`src/rtl/filter_pkg.sv`:
```
`default_nettype none
// ============================================================================
//  Module      : filter_pkg
//  Description : Shared definitions for the filter mode controller: the LCD
//                redraw handshake state type and the key index map used to
//                address the four push buttons.
//  Revision    : 1.0  initial release
// ============================================================================
package filter_pkg;

  // LCD redraw handshake states.
  //   IDLE : no redraw outstanding
  //   REQ  : lcd_req asserted, waiting for lcd_ack
  //   GAP  : one-cycle lcd_req low gap before re-requesting a newer mode
  typedef enum logic [1:0] {
    IDLE = 2'd0,
    REQ  = 2'd1,
    GAP  = 2'd2
  } hs_state_t;

  // Bit positions of the buttons inside the key bus.
  localparam int KEY_NEXT = 0;
  localparam int KEY_PREV = 1;
  localparam int KEY_HOME = 2;
  localparam int KEY_LOCK = 3;
  localparam int NUM_KEYS = 4;

endpackage
`default_nettype wire

```
`src/rtl/key_debounce.sv`:
```
`default_nettype none
// ============================================================================
//  Module      : key_debounce
//  Description : Synchroniser + debouncer + press detector for one active-low
//                push button. The raw input is brought into the clock domain
//                with two flops; the debounced level only follows the
//                synchronised level once it has differed from it for
//                DEBOUNCE_CYCLES consecutive cycles. A one-cycle press pulse
//                is produced on every accepted 1->0 transition, so a held key
//                yields exactly one press.
//  Ports       : clk      in   system clock
//                reset    in   asynchronous active-high reset
//                i_key_n  in   raw active-low button level (asynchronous)
//                o_press  out  one-cycle pulse per debounced press
//  Revision    : 1.0  initial release
// ============================================================================
module key_debounce #(
  parameter int DEBOUNCE_CYCLES = 500000
) (
  input  logic clk,
  input  logic reset,
  input  logic i_key_n,
  output logic o_press
);

  // Counter only has to reach DEBOUNCE_CYCLES-1.
  localparam int CW = (DEBOUNCE_CYCLES > 1) ? $clog2(DEBOUNCE_CYCLES) : 1;
  localparam logic [CW-1:0] CNT_LAST = CW'(DEBOUNCE_CYCLES - 1);

  logic          r_sync1;
  logic          r_sync2;
  logic          r_level;
  logic [CW-1:0] r_cnt;
  logic          r_press;

  always_ff @(posedge clk or posedge reset) begin
    if (reset) begin
      // Released state everywhere so reset can never look like a press.
      r_sync1 <= 1'b1;
      r_sync2 <= 1'b1;
      r_level <= 1'b1;
      r_cnt   <= '0;
      r_press <= 1'b0;
    end else begin
      r_sync1 <= i_key_n;
      r_sync2 <= r_sync1;
      r_press <= 1'b0;
      if (r_sync2 == r_level) begin
        // Any bounce back to the accepted level restarts the stability run.
        r_cnt <= '0;
      end else if (r_cnt == CNT_LAST) begin
        // Synchronised level differed for DEBOUNCE_CYCLES cycles in a row.
        r_level <= r_sync2;
        r_cnt   <= '0;
        r_press <= ~r_sync2;
      end else begin
        r_cnt <= r_cnt + CW'(1);
      end
    end
  end

  assign o_press = r_press;

endmodule
`default_nettype wire

```
`src/rtl/filter_mode_ctrl.sv`:
```
`default_nettype none
// ============================================================================
//  Module      : filter_mode_ctrl
//  Description : Push-button driven filter mode selector with a lock toggle
//                and a request/acknowledge handshake towards an LCD driver.
//                Next/prev step the mode with wrap-around, home returns to
//                mode 0, lock inhibits mode changes. Every mode change asks
//                the LCD to redraw; changes arriving while a redraw is still
//                outstanding are coalesced into one follow-up redraw of the
//                latest mode.
//  Ports       : clk          in   system clock (50 MHz)
//                reset        in   asynchronous active-high reset
//                key[3:0]     in   raw active-low buttons: next/prev/home/lock
//                filter_type  out  current mode (registered)
//                locked       out  high while mode changes are inhibited
//                lcd_req      out  redraw request to the LCD driver
//                lcd_mode     out  mode to draw, valid while lcd_req is high
//                lcd_ack      in   one-cycle redraw acceptance pulse
//  Revision    : 1.0  initial release
// ============================================================================
module filter_mode_ctrl
  import filter_pkg::*;
#(
  parameter  int NUM_MODES       = 4,
  parameter  int DEBOUNCE_CYCLES = 500000,
  localparam int MW              = $clog2(NUM_MODES)
) (
  input  logic          clk,
  input  logic          reset,
  input  logic [3:0]    key,
  output logic [MW-1:0] filter_type,
  output logic          locked,
  output logic          lcd_req,
  output logic [MW-1:0] lcd_mode,
  input  logic          lcd_ack
);

  localparam logic [MW-1:0] LAST_MODE = MW'(NUM_MODES - 1);

  // --------------------------------------------------------------------------
  // Key conditioning: one synchroniser/debouncer per button
  // --------------------------------------------------------------------------
  logic [NUM_KEYS-1:0] w_press;

  for (genvar gi = 0; gi < NUM_KEYS; gi++) begin : g_key
    key_debounce #(
      .DEBOUNCE_CYCLES (DEBOUNCE_CYCLES)
    ) u_key_debounce (
      .clk     (clk),
      .reset   (reset),
      .i_key_n (key[gi]),
      .o_press (w_press[gi])
    );
  end

  // --------------------------------------------------------------------------
  // Mode and lock registers
  // --------------------------------------------------------------------------
  logic [MW-1:0] r_filter_type;
  logic          r_locked;
  logic          r_change;
  logic [MW-1:0] w_mode_nxt;
  logic          w_change;

  // Priority home > next > prev; the lock state sampled here is the one in
  // force before any lock press of this same cycle takes effect.
  always_comb begin
    w_mode_nxt = r_filter_type;
    if (!r_locked) begin
      if (w_press[KEY_HOME]) begin
        w_mode_nxt = '0;
      end else if (w_press[KEY_NEXT]) begin
        w_mode_nxt = (r_filter_type == LAST_MODE) ? '0 : r_filter_type + MW'(1);
      end else if (w_press[KEY_PREV]) begin
        w_mode_nxt = (r_filter_type == '0) ? LAST_MODE : r_filter_type - MW'(1);
      end
    end
  end

  // Only a different value counts as a change (home at mode 0 is silent).
  assign w_change = (w_mode_nxt != r_filter_type);

  always_ff @(posedge clk or posedge reset) begin
    if (reset) begin
      r_filter_type <= '0;
      r_locked      <= 1'b0;
      r_change      <= 1'b0;
    end else begin
      r_filter_type <= w_mode_nxt;
      r_change      <= w_change;
      if (w_press[KEY_LOCK]) begin
        r_locked <= ~r_locked;
      end
    end
  end

  // --------------------------------------------------------------------------
  // LCD redraw handshake
  // r_change is high in the first cycle filter_type holds its new value, so
  // loading lcd_mode from r_filter_type then captures the new mode and raises
  // lcd_req one cycle after the change.
  // --------------------------------------------------------------------------
  hs_state_t     r_state;
  hs_state_t     w_state;
  logic          r_pending;
  logic          w_pending;
  logic          w_load;
  logic [MW-1:0] r_lcd_mode;

  always_comb begin
    w_state   = r_state;
    w_pending = r_pending;
    w_load    = 1'b0;
    case (r_state)
      IDLE: begin
        if (r_change) begin
          w_state = REQ;
          w_load  = 1'b1;
        end
      end
      REQ: begin
        if (lcd_ack) begin
          // A change landing on the ack cycle still needs its own redraw.
          if (r_pending || r_change) begin
            w_state   = GAP;
            w_pending = 1'b1;
          end else begin
            w_state = IDLE;
          end
        end else if (r_change) begin
          w_pending = 1'b1;
        end
      end
      GAP: begin
        // The reload captures the latest mode, which also covers any change
        // that became visible during this gap cycle.
        w_state   = REQ;
        w_pending = 1'b0;
        w_load    = 1'b1;
      end
      default: begin
        w_state   = IDLE;
        w_pending = 1'b0;
      end
    endcase
  end

  always_ff @(posedge clk or posedge reset) begin
    if (reset) begin
      r_state    <= IDLE;
      r_pending  <= 1'b0;
      r_lcd_mode <= '0;
    end else begin
      r_state   <= w_state;
      r_pending <= w_pending;
      if (w_load) begin
        r_lcd_mode <= r_filter_type;
      end
    end
  end

  assign filter_type = r_filter_type;
  assign locked      = r_locked;
  assign lcd_req     = (r_state == REQ);
  assign lcd_mode    = r_lcd_mode;

endmodule
`default_nettype wire
```
`config.mk`:
```
export PLATFORM = sky130hd
export DESIGN_NAME = filter_mode_ctrl
export DESIGN_NICKNAME = d
export VERILOG_FILES = /design/src/rtl/filter_pkg.sv /design/src/rtl/key_debounce.sv /design/src/rtl/filter_mode_ctrl.sv
export SDC_FILE = /design/constraint.sdc
export NUM_CORES = 1
export LEC_CHECK = 0
export ABC_AREA = 0
export ABC_CLOCK_PERIOD_IN_PS = 4700
export CORE_ASPECT_RATIO = 0.9
export CORE_MARGIN = 4
export CORE_UTILIZATION = 35
export CTS_BUF_LIST = sky130_fd_sc_hd__clkbuf_8
export DETAILED_ROUTE_END_ITERATION = 12
export SYNTH_ARGS = -nofsm -noshare
export SYNTH_HDL_FRONTEND = slang
export SYNTH_SLANG_ARGS = --single-unit
```
`constraint.sdc`:
```
create_clock -name clk -period 4.7 [get_ports clk]
set_input_delay 1.41 -clock clk [delete_from_list [all_inputs] [get_ports clk]]
set_output_delay 1.41 -clock clk [all_outputs]
set_load 0.01 [all_outputs]
```
==> summary.txt, run 1 <==
Worst Reg2Reg Path Length in Cells: 4
gpl congestion: 0.794
IO Count: 13
dpl ws: 1.84 ns
clk_skew: 0.00859 ns
Worst Max-Slew Pin Slew: 0.789 ns
root buf cell: clkbuf_8
WHS Endpoint: g_key[0].u_key_debounce.r_sync2
Synth cell types: 46
final setup margin: 1.78 ns
Area contributors post-synth: dfrtp_1, xnor2_1, dfstp_2
share of cells above drive strength 1: 0.107
Power Density: 278 mW/mm²
switching share of power: 0.234
Fmax: 342 MHz
Detail Placement HPWL: 6170 µm
clock-pin transition on the worst setup and hold timing paths: 0.09 ns
status: complete, no violations
die area: 0.0159 mm²
total number of vias: 3549
RSZ-0062 raised after global routing: false
Clock Path Buffers: 2
most common cell after layout, fill and taps aside: dfrtp_1
DP Area: 0.00520 mm²
Final min period: 2.92 ns
mux cell area share after synthesis: 0.0177
WL/cell: 13.4 µm
die height: 120 µm
Area growth syn-to-layout: 10.1%
gr usage total: 0.121
post-CTS setup buffer count: 0
first-pass GRT wire length: 16200 µm
Gate Count Post-Synth: 485
synth warn: 0
min-delay worst type: reg -> reg
FFs w/ async S/R, synth: 1.00
Setup Total Neg Slack: 0 ns
clk_lat worst skew: 0.37 ns
ys flop type: dfrtp_1
Clock Sinks: 101
post-synthesis adder-cell area fraction: 0.0153
Final ANT Viol Nets: 0
worst r2r src: g_key[3].u_key_debounce.r_cnt[5]
Compound-Gate Fraction of Synth Area: 0.0640
die width: 133 µm
syn nets: 498
Max Fanout on Critical Path: 3
Total Wirelength: 9010 µm
XOR/XNOR Fraction of Synth Area: 0.106
Crit path required time: 3.29 ns
Slew HR: 0.474
post-layout util: 0.398
Worst Path Arrival: 1.51 ns
Setup Crit Path Kind: reg -> out
post-synth top area share: 0.455
sequential share of power: 0.599
grt ovf: 0
hold buffer count at CTS: 0
sequential area share after synthesis: 0.520
post_cts resized: 0
most frequent cells in the layout: dfrtp_1, nor2_1, xnor2_1
initial antenna violation count: 0
Post-synth EDFFs: 0
nature of the critical path startpoint: flop
largest family of logic cells by synthesized area: simple AND/OR/NAND/NOR gates
P_leak: 2.11 nW
Setup Viol. Count Final: 0
ant diodes: 0
Mapped Area: 0.00489 mm²
Max Cap Viol: 0
Worst R2R Setup Slack: 2.46 ns
Min Hold Slack: 0.357 ns
Avg Inst Size Synth: 10.1 µm²
post-route cell area: 0.00538 mm²
Cell Rows: 40
vias per inst: 5.28
core area: 0.0135 mm²
drt first pass iters: 4
Hold Path Depth: 0
hold path startpoint: g_key[0].u_key_debounce.r_sync1
# DRC: 0
initial core utilization: 0.362
number of port buffers: 12
Yosys reg bits: 101
final hold viol count: 0
critical path endpoint category: output port
Power Internal: 1.15 mW
Clock Power Share: 0.365
maximum VDD drop: 0.129 mV
fraction of the mapped netlist area in simple logic gates: 0.251
vias in the first global route: 3558
Logic pwr share: 0.036
Psw: 349 µW
final-report max-slew violation count: 0
pin count of the biggest net entering global routing: 66
reg2reg end: g_key[3].u_key_debounce.r_cnt[12]
H-tree depth: 3
Iteration-0 DRC Markers: 173
TritonCTS buffer count: 9
dominant cell type by area after synthesis: dfrtp_1
Tcrit/Tclk final: 0.622
CTS tree: built
Post-layout nets: 513
## cell type report
class,count,area [µm²]
Sequential cell,101,2540
Tap cell,168,210
Inverter,17,66.3
Multi-Input combinational cell,354,2220
Fill cell,1312,8130
Timing Repair Buffer,17,158
Clock inverter,6,62.6
Clock buffer,9,124
## layer usage
metal / part of all wire / wire length [µm] / global-route usage / up-vias
met1: 0.48 / 4370 / 0.153 / 1755
met4: 0.012 / 108 / 0.0351 / 0
met2: 0.47 / 4250 / 0.203 / 45
met5: 0 / 0 / 0 / -
met3: 0.031 / 283 / 0.0306 / 8
li1: - / - / - / 1741
## cell usage after synthesis, drive strengths merged (3+ instances only)
cell type  instances
a21oi             17
and3               4
and4               4
buf                3
clkbuf            10
dfrtp             89
dfstp             12
ha                 6
inv               17
mux2               5
mux2i              3
nand2             30
nand3             29
nand4             23
nor2              72
nor3              13
nor3b              3
nor4              19
nor4b              5
o21ai             14
o31ai              6
or2                8
or3                6
or4                8
or4b               3
xnor2             40
xor2              19
## flip-flops by register name, indices dropped and copies added (netlist names)
name,count
g_key.u_key_debounce.r_cnt,76
g_key.u_key_debounce.o_press,4
g_key.u_key_debounce.r_level,4
g_key.u_key_debounce.r_sync1,4
g_key.u_key_debounce.r_sync2,4
filter_type,2
lcd_mode,2
r_state,2
locked,1
r_change,1
r_pending,1
## worst max-delay path: stages (launching register included)
cell and delay [ns]:
dfrtp_1 0.40, nand2b_1 0.15, inv_1 0.07, clkdlybuf4s50_1 0.53
## cells by family after synthesis
logic type,after synthesis
DFF,101
xor gates and xnor gates,59
adders and majority gates,6
AOI/OAI and AO/OA,47
buffers and inverters,30
muxes,8
and+or+nand+nor,234
## power groups by stage
stage,registers (mW),logic [mW],clock network (mW)
5_1_grt,0.898,0.0620,0.608
3_3_place_gp,0.912,0.0536,0
4_1_cts,0.895,0.0556,0.574
6_report,0.895,0.0531,0.546
3_5_place_dp,0.912,0.0550,0
2_1_floorplan,0.909,0.0365,0
## worst max-delay path by stage
stage                     from                               to  cells past startpoint
floorplan                reset                   filter_type[0]                      1
global placement         reset  g_key[1].u_key_debounce.r_sync1                      3
detailed placement       reset  g_key[1].u_key_debounce.r_sync1                      3
CTS                 r_state[1]                          lcd_req                      3
global route        r_state[1]                          lcd_req                      3
finish              r_state[1]                          lcd_req                      3
## metrics by stage
stage | total power, mW | std cells
2_1_floorplan | 0.946 | 485
3_3_place_gp | 0.965 | 657
3_5_place_dp | 0.967 | 657
4_1_cts | 1.53 | 672
5_1_grt | 1.57 | 672
6_report | 1.49 | 672
(Power assumes the default switching activity.)
==> run 2, diff against run 1 <==
- ABC_CLOCK_PERIOD_IN_PS: 4700 -> 3020
- clock period: 4.7 -> 3.02 ns (I/O delays scaled with it)
==> run 2 against run 1 <==
Net effect:
- critical path depth unchanged
- worst hold slack about the same
- sequential power increased by 55%
- critical endpoint unchanged
- via count decreased by 0.79%
- cell count increased by 0.30%
- power increased by 63%
- combinational power increased by 63%
- setup slack got worse by 1.2 ns
- non-clock buffer count increased by 1
- largest cell class unchanged
- first-iteration DRC count increased by 38%
- register-to-register slack got worse by 1.7 ns
- core utilization increased by 0.51 points
==> summary.txt, run 2 (synthesis gave the netlist of run 1 again) <==
status: complete, no violations
initial core utilization: 0.362
Max Cap Viol: 0
Setup Viol. Count Final: 0
clk_lat worst skew: 0.38 ns
IO Count: 13
Buf/Inv on CP: 2
clock-pin transition on the worst setup and hold timing paths: 0.10 ns
Worst R2R Setup Slack: 0.77 ns
Slowest cell on crit path: clkdlybuf4s50_1
reg2reg end: g_key[3].u_key_debounce.r_cnt[7]
hold path startpoint: g_key[0].u_key_debounce.r_sync1
final hold viol count: 0
Total Wirelength: 8950 µm
Clock Path Buffers: 2
maximum VDD drop: 0.242 mV
# DRC: 0
post_cts resized: 0
Hold Path Depth: 0
die width: 133 µm
P_leak: 2.13 nW
Clock Sinks: 101
Min Hold Slack: 0.357 ns
final-report max-slew violation count: 0
ant diodes: 0
total number of vias: 3521
post-CTS setup buffer count: 0
worst r2r src: g_key[3].u_key_debounce.r_cnt[5]
root buf cell: clkbuf_8
drt first pass iters: 6
WHS Endpoint: g_key[0].u_key_debounce.r_sync2
gr usage total: 0.122
Slew HR: 0.559
first-pass GRT wire length: 16100 µm
H-tree depth: 3
Iteration-0 DRC Markers: 239
min-delay worst type: reg -> reg
Worst Reg2Reg Path Length in Cells: 4
die area: 0.0159 mm²
TritonCTS buffer count: 9
vias per inst: 5.22
RSZ-0062 raised after global routing: false
fin cells: 674
hold buffer count at CTS: 0
Worst Max-Slew Pin Slew: 0.655 ns
most common cell after layout, fill and taps aside: dfrtp_1
crit path cell chain: nand2b_1, inv_1, clkdlybuf4s50_1
Tcrit/Tclk final: 0.810
Setup Total Neg Slack: 0 ns
Setup Crit Path Kind: reg -> out
critical path endpoint category: output port
placed insts: 658
most frequent cells in the layout: dfrtp_1, nor2_1, xnor2_1
Area growth syn-to-layout: 11.5%
Biggest register: g_key.u_key_debounce.r_cnt
Final min period: 2.45 ns
nature of the critical path startpoint: flop
number of port buffers: 12
Largest register FFs: 76
Fmax: 409 MHz
vias in the first global route: 3446
Crit path max-delay family: buffers and inverters
CP peak stage delay: 0.53 ns
Post-layout nets: 514
share of cells above drive strength 1: 0.109
die height: 120 µm
Crit path required time: 2.11 ns
core area: 0.0135 mm²
initial antenna violation count: 0
gpl congestion: 0.806
clk_skew: 0.00954 ns
Max Fanout on Critical Path: 3
grt ovf: 0
Power Density: 446 mW/mm²
pin count of the biggest net entering global routing: 48
Worst Path Arrival: 1.54 ns
Power Total: 2.43 mW
Detail Placement HPWL: 6270 µm
CTS tree: built
Cell Rows: 40
Final ANT Viol Nets: 0
WL/cell: 13.3 µm
## run 2: changes by cell type in the layout (fill, tap and decap cells not counted), sizes merged
cell,change
clkinv,-2
buf,+1
clkinvlp,+2
bufinv,+1
## run 2: power by group
group | leakage, nW | internal, mW | switching (mW) | total [mW]
logic | 0.658 | 0.0316 | 0.0549 | 0.0865
clock network | 0.112 | 0.471 | 0.482 | 0.953
registers | 1.36 | 1.37 | 0.0188 | 1.39
total | 2.13 | 1.88 | 0.556 | 2.43
## run 2: per-stage QoR
stage / utilization / instance area [µm²] / worst slack [ns]
after global routing: 0.403 / 5450 / 0.483
after global placement: 0.387 / 5230 / 0.811
after floorplan: - / 4890 / 0.920
final: 0.403 / 5450 / 0.573
after CTS: 0.403 / 5450 / 0.541
after detailed placement: 0.387 / 5230 / 0.769
## run 2: per-layer routing
| layer | track usage | vias to the layer above | wire length (µm) |
|---|---|---|---|
| met5 | 0 | - | 0 |
| met4 | 0.0455 | 0 | 127 |
| met3 | 0.0344 | 9 | 307 |
| met2 | 0.186 | 52 | 4020 |
| met1 | 0.166 | 1716 | 4500 |
| li1 | - | 1744 | - |
## run 2: area by class of cell
type,count,area (µm²)
clock inverter,7,97.6
tap,168,210
sequential,101,2540
inverter,17,67.6
timing repair buffer,18,190
multi-input combinational,354,2220
clock buffer,9,124
fill,1332,8060
## run 2: worst reg2reg max path, cell delays in order, from the launching register on
cell	delay (ns)
dfrtp_1	0.47
or4b_1	0.53
or4_4	0.56
o21ai_4	0.45
nor2_1	0.11
## run 2: worst max path at each step
stage	startpoint	to	slack, ns	depth (start not counted)
2_1_floorplan	reset	filter_type[0]	0.92	1
3_3_place_gp	g_key[3].u_key_debounce.r_cnt[5]	g_key[3].u_key_debounce.r_cnt[8]	0.81	4
3_5_place_dp	g_key[3].u_key_debounce.r_cnt[5]	g_key[3].u_key_debounce.r_cnt[7]	0.77	4
4_1_cts	r_state[1]	lcd_req	0.54	3
5_1_grt	r_state[1]	lcd_req	0.48	3
6_report	r_state[1]	lcd_req	0.57	3
